**src/rtl/in_service_controller_if.sv**
```systemverilog
// rtl/in_service_controller_if.sv - request/acknowledge/EOI bundle of the in-service controller
//
// Purpose: groups the IRR/IMR inputs, CPU INTA/EOI strobes and the INT/vector
// outputs of the in-service controller.
// Modports:
//   master - upstream side: drives requests, mask, vector base, strobes; sees INT/ISR/vector.
//   slave  - controller side: the reverse.
interface in_service_controller_if;
    logic [7:0] interruptRequest;
    logic [7:0] interruptMask;
    logic [4:0] vectorBase;
    logic       autoEoi;
    logic       intaStrobe;
    logic       eoiStrobe;
    logic       eoiSpecific;
    logic [2:0] eoiLevel;
    logic       intOut;
    logic [7:0] clearInterruptRequest;
    logic [7:0] inService;
    logic [7:0] vectorOut;
    logic       vectorValid;

    modport master (
        output interruptRequest, interruptMask, vectorBase, autoEoi,
               intaStrobe, eoiStrobe, eoiSpecific, eoiLevel,
        input  intOut, clearInterruptRequest, inService, vectorOut, vectorValid
    );

    modport slave (
        input  interruptRequest, interruptMask, vectorBase, autoEoi,
               intaStrobe, eoiStrobe, eoiSpecific, eoiLevel,
        output intOut, clearInterruptRequest, inService, vectorOut, vectorValid
    );
endinterface

```
**src/rtl/in_service_controller.sv**
```systemverilog
// rtl/in_service_controller.sv - 8-level fully nested in-service register and INTA sequencer
//
// Purpose: prioritises unmasked requests against the in-service register,
// raises INT, runs the two-pulse INTA handshake (ISR set + IRR clear on the
// first pulse, vector on the second) and services normal, specific and
// automatic EOI. IR0 is highest priority.
// Ports:
//   clk    - system clock, rising edge
//   resetN - synchronous active-low reset
//   bus    - in_service_controller_if.slave (requests, mask, strobes, INT, ISR, vector)
module in_service_controller (
    input logic                    clk,
    input logic                    resetN,
    in_service_controller_if.slave bus
);

    typedef enum logic [1:0] {
        IDLE  = 2'd0,
        WAIT2 = 2'd1,
        DONE  = 2'd2
    } state_t;

    state_t     state_q, state_d;
    logic       int_q, int_d;
    logic [7:0] isr_q, isr_d;
    logic [7:0] clr_q, clr_d;
    logic [7:0] vec_q, vec_d;
    logic       vv_q, vv_d;
    logic [2:0] lvl_q, lvl_d;
    logic       spur_q, spur_d;

    logic [7:0] pending;
    logic       pending_any;
    logic [2:0] p_lvl;
    logic [3:0] s_lvl;
    logic [7:0] isr_set;
    logic [7:0] aeoi_clr;
    logic [7:0] eoi_clr;

    assign pending     = bus.interruptRequest & ~bus.interruptMask;
    assign pending_any = |pending;

    // Lowest set index wins; scanning downward lets the lowest index overwrite.
    always_comb begin
        p_lvl = 3'd0;
        for (int i = 7; i >= 0; i--) begin
            if (pending[i]) p_lvl = 3'(i);
        end
    end

    // s_lvl is 8 when nothing is in service so any pending level outranks it.
    always_comb begin
        s_lvl = 4'd8;
        for (int i = 7; i >= 0; i--) begin
            if (isr_q[i]) s_lvl = 4'(i);
        end
    end

    always_comb begin
        eoi_clr = 8'd0;
        if (bus.eoiStrobe) begin
            if (bus.eoiSpecific) begin
                eoi_clr = 8'(1) << bus.eoiLevel;
            end else if (!s_lvl[3]) begin
                eoi_clr = 8'(1) << s_lvl[2:0];
            end
        end
    end

    always_comb begin
        state_d  = state_q;
        int_d    = 1'b0;
        clr_d    = 8'd0;
        vec_d    = vec_q;
        vv_d     = 1'b0;
        lvl_d    = lvl_q;
        spur_d   = spur_q;
        isr_set  = 8'd0;
        aeoi_clr = 8'd0;

        case (state_q)
            IDLE: begin
                if (bus.intaStrobe && int_q) begin
                    state_d = WAIT2;
                    if (pending_any) begin
                        lvl_d   = p_lvl;
                        spur_d  = 1'b0;
                        isr_set = 8'(1) << p_lvl;
                        clr_d   = 8'(1) << p_lvl;
                    end else begin
                        // Request withdrawn between INT and INTA: report IR7, touch nothing.
                        lvl_d  = 3'd7;
                        spur_d = 1'b1;
                    end
                end else begin
                    int_d = pending_any && ({1'b0, p_lvl} < s_lvl);
                end
            end
            WAIT2: begin
                if (bus.intaStrobe) begin
                    vec_d   = {bus.vectorBase, lvl_q};
                    vv_d    = 1'b1;
                    state_d = DONE;
                    if (bus.autoEoi && !spur_q) aeoi_clr = 8'(1) << lvl_q;
                end
            end
            DONE: begin
                state_d = IDLE;
            end
            default: begin
                state_d = IDLE;
            end
        endcase

        // A set on the same edge as a clear of that bit must survive.
        isr_d = (isr_q & ~(eoi_clr | aeoi_clr)) | isr_set;
    end

    always_ff @(posedge clk) begin
        if (!resetN) begin
            state_q <= IDLE;
            int_q   <= 1'b0;
            isr_q   <= 8'd0;
            clr_q   <= 8'd0;
            vec_q   <= 8'd0;
            vv_q    <= 1'b0;
            lvl_q   <= 3'd0;
            spur_q  <= 1'b0;
        end else begin
            state_q <= state_d;
            int_q   <= int_d;
            isr_q   <= isr_d;
            clr_q   <= clr_d;
            vec_q   <= vec_d;
            vv_q    <= vv_d;
            lvl_q   <= lvl_d;
            spur_q  <= spur_d;
        end
    end

    assign bus.intOut                = int_q;
    assign bus.clearInterruptRequest = clr_q;
    assign bus.inService             = isr_q;
    assign bus.vectorOut             = vec_q;
    assign bus.vectorValid           = vv_q;

endmodule

```
**src/flat_wrapper.sv**
```systemverilog
// flat-port wrapper written by rule: the top's interface ports become plain ports
module in_service_controller_flat 
  (clk, resetN, bus_interruptRequest, bus_interruptMask, bus_vectorBase, bus_autoEoi, bus_intaStrobe, bus_eoiStrobe, bus_eoiSpecific, bus_eoiLevel, bus_intOut, bus_clearInterruptRequest, bus_inService, bus_vectorOut, bus_vectorValid);
  in_service_controller_if bus_i ();
  input logic clk;
  input logic resetN;
  input wire logic [$bits(bus_i.interruptRequest)-1:0] bus_interruptRequest;
  input wire logic [$bits(bus_i.interruptMask)-1:0] bus_interruptMask;
  input wire logic [$bits(bus_i.vectorBase)-1:0] bus_vectorBase;
  input wire logic [$bits(bus_i.autoEoi)-1:0] bus_autoEoi;
  input wire logic [$bits(bus_i.intaStrobe)-1:0] bus_intaStrobe;
  input wire logic [$bits(bus_i.eoiStrobe)-1:0] bus_eoiStrobe;
  input wire logic [$bits(bus_i.eoiSpecific)-1:0] bus_eoiSpecific;
  input wire logic [$bits(bus_i.eoiLevel)-1:0] bus_eoiLevel;
  output wire logic [$bits(bus_i.intOut)-1:0] bus_intOut;
  output wire logic [$bits(bus_i.clearInterruptRequest)-1:0] bus_clearInterruptRequest;
  output wire logic [$bits(bus_i.inService)-1:0] bus_inService;
  output wire logic [$bits(bus_i.vectorOut)-1:0] bus_vectorOut;
  output wire logic [$bits(bus_i.vectorValid)-1:0] bus_vectorValid;
  assign bus_i.interruptRequest = bus_interruptRequest;
  assign bus_i.interruptMask = bus_interruptMask;
  assign bus_i.vectorBase = bus_vectorBase;
  assign bus_i.autoEoi = bus_autoEoi;
  assign bus_i.intaStrobe = bus_intaStrobe;
  assign bus_i.eoiStrobe = bus_eoiStrobe;
  assign bus_i.eoiSpecific = bus_eoiSpecific;
  assign bus_i.eoiLevel = bus_eoiLevel;
  assign bus_intOut = bus_i.intOut;
  assign bus_clearInterruptRequest = bus_i.clearInterruptRequest;
  assign bus_inService = bus_i.inService;
  assign bus_vectorOut = bus_i.vectorOut;
  assign bus_vectorValid = bus_i.vectorValid;
  in_service_controller u_core (.clk(clk), .resetN(resetN), .bus(bus_i));
endmodule
```
**config.mk**
```make
export PLATFORM = sky130hd
export DESIGN_NAME = in_service_controller_flat
export DESIGN_NICKNAME = d
export VERILOG_FILES = /design/src/rtl/in_service_controller_if.sv /design/src/rtl/in_service_controller.sv /design/src/flat_wrapper.sv
export SDC_FILE = /design/constraint.sdc
export NUM_CORES = 1
export LEC_CHECK = 0
export CAP_MARGIN = 20
export CELL_PAD_IN_SITES_DETAIL_PLACEMENT = 0
export CELL_PAD_IN_SITES_GLOBAL_PLACEMENT = 1
export CORE_MARGIN = 4
export CORE_UTILIZATION = 29
export DETAILED_ROUTE_END_ITERATION = 12
export GPL_ROUTABILITY_DRIVEN = 0
export PLACE_DENSITY_LB_ADDON = 0.1
export SYNTH_ARGS = -nofsm -noshare
export SYNTH_HDL_FRONTEND = slang
export SYNTH_SLANG_ARGS = --single-unit
```
**constraint.sdc**
```tcl
create_clock -name clk -period 1.42 [get_ports clk]
set_input_delay 0.284 -clock clk [delete_from_list [all_inputs] [get_ports clk]]
set_output_delay 0.284 -clock clk [all_outputs]
set_load 0.1 [all_outputs]
```
==> metrics.yaml <==
status:
  violations: "negative setup slack"
  status: "finished with violations"
timing:
  slew_violations: 0
  setup_ws_ps: -190
  hold_slack_ps: 493
  relSlewSlack_pct: 66.0
  setup_viol_count_final: 6
  fmax_mhz: 621
  hold_viol_final: 0
  finalCriticalPeriod_ps: 1610
  rsz0062_at_grt: "true"
  fin_setup_tns_ps: -689
  timing.final.crit_share_pct: 113
  worst_pin_slew_ps: 503
  finClkSkew_ps: 5.04
clock_tree:
  cts_htree_levels: 2
  cts.clk_slew.worst_paths_ps: 70
  cts_sinks: 32
  clk_latency_ps: 280
  cts.path.max_buffers: 2
  root_buffer: "clkbuf_8"
  numCtsBuffers: 5
  cts_tree: "yes"
  cts_hold_buf: 0
worst_hold_path:
  worst_hold_startpoint: "u_core.lvl_q[1]"
  hold_depth: 2
  hold_end: "u_core.lvl_q[1]"
  min_path_type: "flop to flop"
global_route:
  grt_pass1_wl_um: 7840
  grt_antenna_before_repair: 0
  grt_max_degree: 11
  overflow: 0
  grtUsageTotal_pct: 15.4
  grt_pass1_vias: 1732
worst_setup_path:
  rrSetupSlack_ps: -190
  cp-startpoint: "u_core.bus.inService[1]"
  cp.arrival_ps: 1790
  end_kind: "flop"
  r2r_start: "u_core.bus.inService[1]"
  startpoint_type: "flop"
  path_max_fanout: 2
  worstSetupPathType: "flop to flop"
  cp.required_ps: 1600
  reg2reg_to: "u_core.bus.inService[4]"
  worst_r2r_path_depth: 5
synth:
  synth_edf_count: 0
  syn_inst: 189
  synthesis.nets: 221
  synth-adder-area-share_pct: 1.57
  synth_xor_area_share_pct: 0
  yosysWarnings: 0
  syn_avg_cell_area_um2: 8.41
  synth_flop_cell: "dfxtp_1"
  synth_top_family_by_area: "simple AND/OR/NAND/NOR gates"
  synth-simple-area-share_pct: 30.9
  ys_types: 47
  synthArstFlopShare_pct: 0
  yosysSeqAreaShare_pct: 40.3
  ys_ff_latch: 32
  synth_area_um2: 1590
  muxShareOfSynthArea_pct: 5.75
  synth_compound_area_share_pct: 18.0
die:
  die_w_um: 82.0
  die_h_um: 82.0
  start_util_pct: 30.5
  io-pin-count: 56
  core_area_um2: 5200
  dieArea_um2: 6730
  rows: 26
cells_and_area:
  multi_input_area_um2: 1110
  nets: 342
  fin_area_um2: 3290
  regArea_um2: 671
  layout_common_cells: "buf_4 (61), buf_12 (27), dfxtp_1 (22), nor2_1 (21), nand2_1 (17)"
  drive_gt1_share_pct: 48.9
  final_core_util_pct: 63.3
  layout.cells.non_filler: 381
  insertedDiodeCount: 0
  syn_to_final_growth_pct: 107
  n_fill_cell: 463
  layout_commonest_cell: "buf_4"
place:
  dp_hpwl_um: 4050
  portBuffers: 55
  dp_cells: 370
  placed_area_um2: 2950
power_and_ir_drop:
  p_leak_nw: 1.46
  clock_power_share_pct: 35.0
  p_per_area_nw_per_um2: 766
  p_sw_mw: 0.712
  swShare_pct: 28.2
  vdd_drop_max_mv: 0.496
  pwr-share-seq_pct: 37.4
  pwr-share-comb_pct: 27.6
  internal_power_mw: 1.81
routing:
  wirelength_um: 4940
  vias_per_cell: 4.75
  drcViolationCount: 0
  dr.pass1.iters: 4
  drt_iter0_drc: 91
  routedWlPerCell_um: 13.0
  final_antenna_net_count: 0
  num_vias: 1808
run:
  drv_cap: 0
## worst max-delay path by stage
stage / to / slack (ps) / depth (start not counted)
after floorplan: u_core.bus.inService[4] / -270 / 5
after global routing: u_core.bus.inService[4] / -250 / 5
after CTS: u_core.bus.inService[4] / -190 / 5
after detailed placement: u_core.bus.intOut / -530 / 8
final: u_core.bus.inService[4] / -190 / 5
after global placement: u_core.bus.intOut / -500 / 8
## sequential cells by signal, summed over array words and instances (netlist names)
register / cells
u_core.spur_q: 1
u_core.bus.vectorOut: 8
u_core.bus.clearInterruptRequest: 8
u_core.bus.vectorValid: 1
u_core.bus.inService: 8
u_core.lvl_q: 3
u_core.bus.intOut: 1
u_core.state_q: 2
## power by group through the flow
stage                     sequential (mW)  combinational (mW)  clock (mW)
after floorplan                      1.07               0.181           0
after global placement              0.962               0.623           0
after detailed placement            0.961               0.625           0
after CTS                           0.942               0.670       0.909
after global routing                0.946               0.744       0.952
final                               0.943               0.696       0.883
## cell type report
type	count	share of cell area, %
timing repair buffer	118	38.9
multi-input combinational	147	33.7
sequential	32	20.4
clock buffer	8	3.68
tap	70	2.66
inverter	6	0.684
## stage by stage
step / worst slack, ps / power (mW)
2_1_floorplan: -266 / 1.26
3_3_place_gp: -499 / 1.58
3_5_place_dp: -533 / 1.59
4_1_cts: -188 / 2.52
5_1_grt: -251 / 2.64
6_report: -190 / 2.52
## synth_stat cells (2+ instances only)
cell | instances | area (um^2)
or2_2 | 2 | 12.5
nand2_1 | 18 | 67.6
o211ai_1 | 3 | 22.5
and2b_2 | 2 | 17.5
nor2_1 | 31 | 116
mux2i_1 | 8 | 80.1
o311ai_0 | 2 | 17.5
a21oi_1 | 6 | 30.0
nand3b_1 | 3 | 22.5
nand3_1 | 3 | 15.0
clkbuf_1 | 2 | 7.51
a31oi_1 | 5 | 31.3
ha_1 | 2 | 25.0
dfxtp_1 | 32 | 641
nor3b_1 | 2 | 15.0
o31ai_1 | 2 | 15.0
o21a_1 | 2 | 15.0
a221oi_1 | 2 | 17.5
inv_1 | 6 | 22.5
o21ai_0 | 8 | 40.0
nand4_1 | 4 | 25.0
nor3_1 | 7 | 35.0
nor2b_1 | 3 | 18.8
nand2b_1 | 11 | 68.8
## metal layers
metal	track usage, %	wire, um	share of wire (%)
met2	24.2	2320	47
met1	20.5	2240	45
met5	0	0	0
met3	3.18	327	6.6
met4	5.65	47	0.95
## repair_timing
action | 4_1_cts | 5_1_grt
endpoints found under the setup margin | 17 | 13
gates resized for setup | 46 | 18
pin swaps | 15 | 10
buffers inserted | 3 | 1
## logic make-up (layout without fill, tap and decap cells)
| kind of cell | count (synthesis) | count (layout) |
|---|---|---|
| mux | 9 | 9 |
| simple gates | 95 | 95 |
| flops | 32 | 32 |
| fa+ha+maj | 2 | 2 |
| buf+inv | 10 | 132 |
| compound gates | 41 | 41 |
## critical path, cell delays in order, from the launching register on
cell and delay (ps):
dfxtp_4 340, or4_4 540, nor3b_4 200, and2b_1 180
nand2b_1 60, a32o_1 190
(Power assumes the default switching activity.)
